File: src/rtl/rbcp_master.sv
`timescale 1ns/1ps
// ---------------------------------------------------------------------------
// rbcp_master
//
// Local RBCP initiator. Takes byte-burst read/write commands from on-chip
// logic and plays them onto the RBCP slave bus the same way SiTCP does:
// ACT held for the whole burst, one WE/RE strobe per byte, address stepping
// by one per byte, and every strobe waiting for ACK. A per-byte ACK timeout
// aborts the burst and flags o_err.
//
// Parameters
//   TIMEOUT_CYCLES  cycles allowed after a strobe for ACK (1..65535)
//
// Ports
//   i_clk, i_rst_n                 clock, synchronous active-low reset
//   i_cmd_valid/o_cmd_ready        command handshake
//   i_cmd_we, i_cmd_addr, i_cmd_len  burst direction, start address, bytes-1
//   i_wd_valid/o_wd_ready/i_wd_data  write byte stream (write bursts)
//   o_rd_valid/i_rd_ready/o_rd_data  read byte stream (read bursts)
//   o_busy, o_done, o_err          status: in progress, end pulse, timeout
//   o_rbcp_act/addr/we/wd/re       RBCP master-side signals
//   i_rbcp_rd, i_rbcp_ack          RBCP slave response
// ---------------------------------------------------------------------------
module rbcp_master #(
    parameter int unsigned TIMEOUT_CYCLES = 255
) (
    input  logic        i_clk,
    input  logic        i_rst_n,
    input  logic        i_cmd_valid,
    output logic        o_cmd_ready,
    input  logic        i_cmd_we,
    input  logic [31:0] i_cmd_addr,
    input  logic [7:0]  i_cmd_len,
    input  logic        i_wd_valid,
    output logic        o_wd_ready,
    input  logic [7:0]  i_wd_data,
    output logic        o_rd_valid,
    input  logic        i_rd_ready,
    output logic [7:0]  o_rd_data,
    output logic        o_busy,
    output logic        o_done,
    output logic        o_err,
    output logic        o_rbcp_act,
    output logic [31:0] o_rbcp_addr,
    output logic        o_rbcp_we,
    output logic [7:0]  o_rbcp_wd,
    output logic        o_rbcp_re,
    input  logic [7:0]  i_rbcp_rd,
    input  logic        i_rbcp_ack
);

    typedef enum logic [2:0] {
        IDLE     = 3'd0,
        PREP     = 3'd1,
        STROBE   = 3'd2,
        WAIT_ACK = 3'd3,
        NEXT     = 3'd4,
        HOLD     = 3'd5
    } state_t;

    // The abort fires on the cycle the counter holds its last value, so an
    // ACK arriving in that same cycle still wins.
    localparam logic [15:0] TMO_LAST = 16'(TIMEOUT_CYCLES - 1);

    state_t      state;
    logic        cmd_we_q;
    logic [7:0]  remain_q;
    logic [15:0] tmo_cnt;

    always_ff @(posedge i_clk) begin
        if (!i_rst_n) begin
            state       <= IDLE;
            cmd_we_q    <= 1'b0;
            remain_q    <= 8'd0;
            tmo_cnt     <= 16'd0;
            o_cmd_ready <= 1'b1;
            o_wd_ready  <= 1'b0;
            o_rd_valid  <= 1'b0;
            o_rd_data   <= 8'd0;
            o_busy      <= 1'b0;
            o_done      <= 1'b0;
            o_err       <= 1'b0;
            o_rbcp_act  <= 1'b0;
            o_rbcp_addr <= 32'd0;
            o_rbcp_we   <= 1'b0;
            o_rbcp_wd   <= 8'd0;
            o_rbcp_re   <= 1'b0;
        end else begin
            // Single-cycle pulses default low.
            o_done    <= 1'b0;
            o_rbcp_we <= 1'b0;
            o_rbcp_re <= 1'b0;

            // The read byte register drains independently of the FSM; a new
            // capture can only happen after PREP saw it empty.
            if (o_rd_valid && i_rd_ready) begin
                o_rd_valid <= 1'b0;
            end

            case (state)
                IDLE: begin
                    if (i_cmd_valid) begin
                        cmd_we_q    <= i_cmd_we;
                        remain_q    <= i_cmd_len;
                        o_rbcp_addr <= i_cmd_addr;
                        o_rbcp_act  <= 1'b1;
                        o_err       <= 1'b0;
                        o_busy      <= 1'b1;
                        o_cmd_ready <= 1'b0;
                        o_wd_ready  <= i_cmd_we;
                        state       <= PREP;
                    end
                end

                PREP: begin
                    if (cmd_we_q) begin
                        if (i_wd_valid) begin
                            o_rbcp_wd  <= i_wd_data;
                            o_wd_ready <= 1'b0;
                            o_rbcp_we  <= 1'b1;
                            state      <= STROBE;
                        end
                    end else if (!o_rd_valid) begin
                        // Only strobe a read once the previous byte is gone,
                        // so the single-byte read register never overflows.
                        o_rbcp_re <= 1'b1;
                        state     <= STROBE;
                    end
                end

                STROBE: begin
                    tmo_cnt <= 16'd0;
                    state   <= WAIT_ACK;
                end

                WAIT_ACK: begin
                    if (i_rbcp_ack) begin
                        if (!cmd_we_q) begin
                            o_rd_data  <= i_rbcp_rd;
                            o_rd_valid <= 1'b1;
                        end
                        state <= (remain_q == 8'd0) ? HOLD : NEXT;
                    end else if (tmo_cnt == TMO_LAST) begin
                        // Abort: drop ACT immediately, skip remaining bytes.
                        o_rbcp_act  <= 1'b0;
                        o_err       <= 1'b1;
                        o_done      <= 1'b1;
                        o_busy      <= 1'b0;
                        o_cmd_ready <= 1'b1;
                        state       <= IDLE;
                    end else begin
                        tmo_cnt <= tmo_cnt + 16'd1;
                    end
                end

                NEXT: begin
                    o_rbcp_addr <= o_rbcp_addr + 32'd1;
                    remain_q    <= remain_q - 8'd1;
                    o_wd_ready  <= cmd_we_q;
                    state       <= PREP;
                end

                HOLD: begin
                    o_rbcp_act  <= 1'b0;
                    o_done      <= 1'b1;
                    o_busy      <= 1'b0;
                    o_cmd_ready <= 1'b1;
                    state       <= IDLE;
                end

                default: begin
                    state <= IDLE;
                end
            endcase
        end
    end

endmodule

File: config.mk
export PLATFORM = sky130hd
export DESIGN_NAME = rbcp_master
export DESIGN_NICKNAME = d
export VERILOG_FILES = /design/src/rtl/rbcp_master.sv
export SDC_FILE = /design/constraint.sdc
export NUM_CORES = 1
export LEC_CHECK = 0
export BUFFER_PORTS_ARGS = -buffer_cell sky130_fd_sc_hd__buf_2
export CAP_MARGIN = 40
export CORE_MARGIN = 4
export CORE_UTILIZATION = 57
export DETAILED_ROUTE_END_ITERATION = 10
export PLACE_DENSITY = 0.86
export SETUP_SLACK_MARGIN = 0.02
export SYNTH_ARGS = -nofsm -noshare
export SYNTH_HDL_FRONTEND = slang
export SYNTH_SLANG_ARGS = --single-unit
File: constraint.sdc
create_clock -name i_clk -period 5.85 [get_ports i_clk]
set_clock_uncertainty 0.1 [all_clocks]
set_input_delay 0.585 -clock i_clk [delete_from_list [all_inputs] [get_ports i_clk]]
set_output_delay 0.585 -clock i_clk [all_outputs]
set_load 0.02 [all_outputs]
Word level (Yosys, flattened, before mapping)

Cells that the tools add are included.

Register bits: 84
Bits of input ports: 63
Output and inout bits: 57
Logic and storage cells: 92

$add $sub $neg: 3
Eq/ne operators: 15
Multiplexer cells: 37
Bitwise gates (word level): 3
Reduce and logical (&&, ||, !) cells: 19

Operators by type and width:

| cell                                                               | count |
|---|---|
| 32-bit one-hot mux with 2 select lines                             | 1 |
| 32-bit by 1-bit adder with 32-bit output, second input constant    | 1 |
| 16-bit 2-to-1 mux                                                  | 2 |
| 32-bit 2-to-1 mux                                                  | 1 |
| 16-bit one-hot mux with 2 select lines                             | 1 |
| 1-bit 2-to-1 mux                                                   | 18 |
| 3-bit 2-to-1 mux                                                   | 6 |
| 16-bit by 1-bit adder with 16-bit output, second input constant    | 1 |
| 16-bit by 8-bit == test with 1-bit output, second input constant   | 1 |
| 8-bit one-hot mux with 2 select lines                              | 1 |
| 4-bit AND reduction                                                | 4 |
| 3-bit one-hot mux with 5 select lines                              | 1 |
| 2-bit != test, second input constant                               | 6 |
| 3-bit AND reduction                                                | 4 |
| 3-bit != test, second input constant                               | 3 |
| 1-bit one-hot mux with 3 select lines                              | 3 |
| 8-bit logical NOT                                                  | 1 |
| 8-bit 2-to-1 mux                                                   | 1 |
| 8-bit by 1-bit subtractor with 8-bit output, second input constant | 1 |
| 3-bit by 2-bit == test with 1-bit output, second input constant    | 2 |
| 3-bit == test, second input constant                               | 2 |
| 2-bit nonzero test                                                 | 3 |
| 3-bit nonzero test                                                 | 2 |
| 1-bit one-hot mux with 2 select lines                              | 2 |
| 6 further kinds                                                    | 9 |

Depth between registers and ports, before layout

Depth in word-level cells: 5
Gate-level depth with buffers: 8
Mapped depth without buffers: 7

Worst setup path after synthesis

Ideal clock, no wire load.

Kind: reg-to-reg
From: register o_rbcp_addr[3]
To: register o_rbcp_addr[31]
Library setup time: 123 ps
Data arrival time: 1746 ps
Data required time: 5627 ps
Slack: 3881 ps
Stages on the path, launching flop included: 7
Buffers on the path: 1
Period minus slack after synthesis: 1969 ps
Cell sequence: dfxtp_1 > and4_1 > buf_4 > nand3_1 > nor3_1 > mux2i_1 > or2_2

Cells in the longest elaborated chain, start to end: 2

Ends and longest elaborated chain:

| element                                  | RTL line | source |
|---|---|---|
| from (decl)                              | 44       | `output logic [31:0] o_rbcp_addr,` |
| from (signal assigned)                   | 105      | `o_rbcp_addr <= i_cmd_addr;` |
| from (signal assigned)                   | 157      | `o_rbcp_addr <= o_rbcp_addr + 32'd1;` |
| 32-bit by 1-bit adder with 32-bit output | 157      |  |
| 32-bit one-hot mux with 2 select lines   | 100      | `case (state)` |

No other way between the ends.
A chain may end at the register's enable or synchronous reset.

Worst setup path in the final report

From: register state[2]
To: register o_rbcp_addr[2]

Cells in the longest elaborated chain, start to end: 3
Elaborated cells on any way between the ends: 6
Classes of those cells: eq/ne (2); mux (1); reduce/logical (3)

Ends and longest elaborated chain:

| element                                                              | RTL line | source |
|---|---|---|
| from (decl)                                                          | 65       | `state_t state;` |
| from (signal assigned)                                               | 142      | `state <= (remain_q == 8'd0) ? HOLD : NEXT;` |
| 3-bit == test or 3-bit logical NOT (tied branches)                   | 100      |  |
| 2-bit nonzero test (no source line) or 2-bit != test (tied branches) | --       |  |
| 2-bit AND reduction (no source line)                                 | --       |  |

Several ways; a longest one is shown, not always the timed one.

==> qor.csv <==
metric;value;unit
outcome;finished clean;
Max Freq;357;MHz
root buffer cell;clkbuf_8;
Syn. warnings;0;
max_slew headroom;0.412;
Max FO, Critical Path;31;
most instantiated cells after synthesis;dfxtp_1 (84), nor2_1 (64), nand2_1 (57);
area grow syn2layout;18.6;%
via count;4871;
Final Core Density;0.694;
Max-Cap Viols;0;
die area;9370;sq um
Leak;2.05;nW
share of layout cells above drive strength 1;0.230;
Peak VDD IR;165;uV
Overflow after GRT;0;
Initial Utilization;0.585;
clock transition at the registers of the reported paths;0.10;ns
Slew Viols, Final;0;
CP Class;reg -> reg;
Final Cycle Share;0.479;
Post-CTS Setup Bufs;0;
FP Rows;32;
Synth Cell Area;4500;sq um
complex-gate fraction of the synthesized area;0.221;
io pins;120;
DRT Pass-1 Iters;6;
Mean Syn Cell Area;7.85;sq um
FF-to-FF Start;state[2];
Synth Flop Type;dfxtp_1;
HP Class;in -> reg;
largest area contributor in the netlist;dfxtp_1;
Post-Syn Instances;573;
Total Routing Usage GR;0.267;
Post-Layout Cell Count;776;
clk_lat worst skew;0.35;ns
EDFF count, synth;0;
Worst setup SP type;register;
vias in the first global route;4508;
Req. time, crit path;6.00;ns
CTS Buffer Depth;2;
Yosys top cell area share;0.374;
cts hold-fix bufs;0;
crit path DAT;2.95;ns
Synth Area in Adders;0.0111;
Synth area leaders;dfxtp_1 (37%), nor2_1 (5.3%), a21oi_1 (5.0%), nand2_1 (4.8%), mux2i_1 (4.2%);
register bit total from synthesis;84;
CTS tree;built;
final hold viol count;0;
crit path from;state[2];
final WL;13.0;mm
first-pass GRT wire length;21.4;mm
PD cells;332;nW/um^2
top-count cell post-synth;dfxtp_1;
Post-CTS Resized;0;
largest net degree at the start of global routing;34;
I/O Buffers;119;
Async SR Flop Fraction;0;
Clock Sinks;84;
final antenna-violating net count;0;
Yosys cell types;61;
Die Wd;96.8;microns
GPL Wtd Cong;0.869;
main combinational cell family by area after synthesis;simple AND/OR/NAND/NOR gates;
Die Span Y;96.8;microns
via/cell ratio;6.28;
n_diodes;0;
Final HPWL DP;9.08;mm
setup TNS;0;ns
XOR/XNOR Fraction of Synth Area;0.0292;
Syn Nets;640;
Core ar.;7690;sq um
H-tree depth;3;
Residual DRC;0;
hold wc startpoint;i_rbcp_rd[6];
Simple-Gate Fraction of Synth Area;0.274;
nets@finish;736;
initial antenna violation count;0;
Detailed Route Iter0 Violations;372;
DR WL/cell;16.8;microns
RSZ-0062 raised after global routing;false;
Worst Slack Setup Final;3.05;ns
Setup Viol. Count Final;0;
CTS buffer count;9;
sequential element share of the synthesized area;0.374;
Hold Slack;0.362;ns
Critical Path End Type;register;
worst slew pin tran;0.877;ns
post-layout min period;2.80;ns
placed insts;760;
post-synthesis mux area share;0.0423;
Setup Slack @ Placement;3.15;ns
-- cells by family (layout without fill, tap and decap cells) --
kind of cell | after synthesis | in the layout
simple gates | 243 | 243
xor+xnor | 15 | 15
fa+ha+maj | 4 | 4
compound gates | 156 | 156
buf+inv | 52 | 153
flops | 84 | 84
mux | 19 | 19
-- layer usage --
layer / GRT usage / up-vias / routed length (microns)
met3: 0.0425 / 31 / 967
met5: 0 / - / 0
met1: 0.358 / 2279 / 5600
met2: 0.433 / 262 / 6110
met4: 0.103 / 0 / 340
li1: - / 2299 / -
-- metrics by stage --
stage                     instance area [sq um]  total power [W]
final                                      5330          0.00177
after global routing                       5330          0.00186
after CTS                                  5330          0.00176
after detailed placement                   5100          0.00129
after global placement                     5100          0.00127
after floorplan                            4500          0.00112
-- layout make-up --
class / instances / area [sq um]
clock buffers: 9 / 124
clock inverters: 7 / 106
fillers: 662 / 2360
inverters: 12 / 45.0
multi-input cells: 437 / 2610
flip-flops and latches: 84 / 1680
well taps: 102 / 128
repair buffers: 125 / 641
-- critical path: stages, from the launching register on --
cell and delay (ns):
dfxtp_1 0.81, buf_4 0.43, nor2_1 0.15, nor2_2 0.11
buf_4 0.31, nand2_1 0.36, a221oi_1 0.41
-- registers in the layout (all words and copies together), names as in the netlist --
| signal | count |
|---|---|
| remain_q | 8 |
| o_rbcp_re | 1 |
| state | 3 |
| o_rd_data | 8 |
| o_rbcp_addr | 32 |
| o_rbcp_wd | 8 |
| cmd_we_q | 1 |
| o_wd_ready | 1 |
| o_rd_valid | 1 |
| o_rbcp_we | 1 |
| o_cmd_ready | 1 |
| o_done | 1 |
| tmo_cnt | 16 |
| o_rbcp_act | 1 |
| o_err | 1 |
-- cells in the final DEF (no fill, tap or decap), drive strengths merged, types with 11 or more instances in the layout --
cell | netlist | final
a211oi | 11 | 11
a21oi | 45 | 45
buf | 13 | 125
dfxtp | 84 | 84
inv | 12 | 15
mux2i | 19 | 19
nand2 | 57 | 57
nand3 | 26 | 26
nor2 | 65 | 65
nor3 | 22 | 22
nor4 | 14 | 14
o21ai | 39 | 39
o22ai | 11 | 11
or3 | 11 | 11
xnor2 | 11 | 11
-- where the power goes --
part,internal (W),total [W],switching (W)
sequential,0.000646,0.000756,0.000110
clock,0.000248,0.000480,0.000231
combinational,0.000189,0.000534,0.000345
-- worst paths after layout --
| path | depth (start not counted) | endpoint | slack [ns] |
|---|---|---|---|
| worst max-delay path | 6 | o_rbcp_addr[2] | 3.05 |
| worst max register to register | 6 | o_rbcp_addr[2] | 3.05 |
| worst min-delay path | 3 | o_rd_data[6] | 0.36 |
| worst min register to register | 2 | tmo_cnt[6] | 0.38 |
Power figures use the tool's default switching activity.
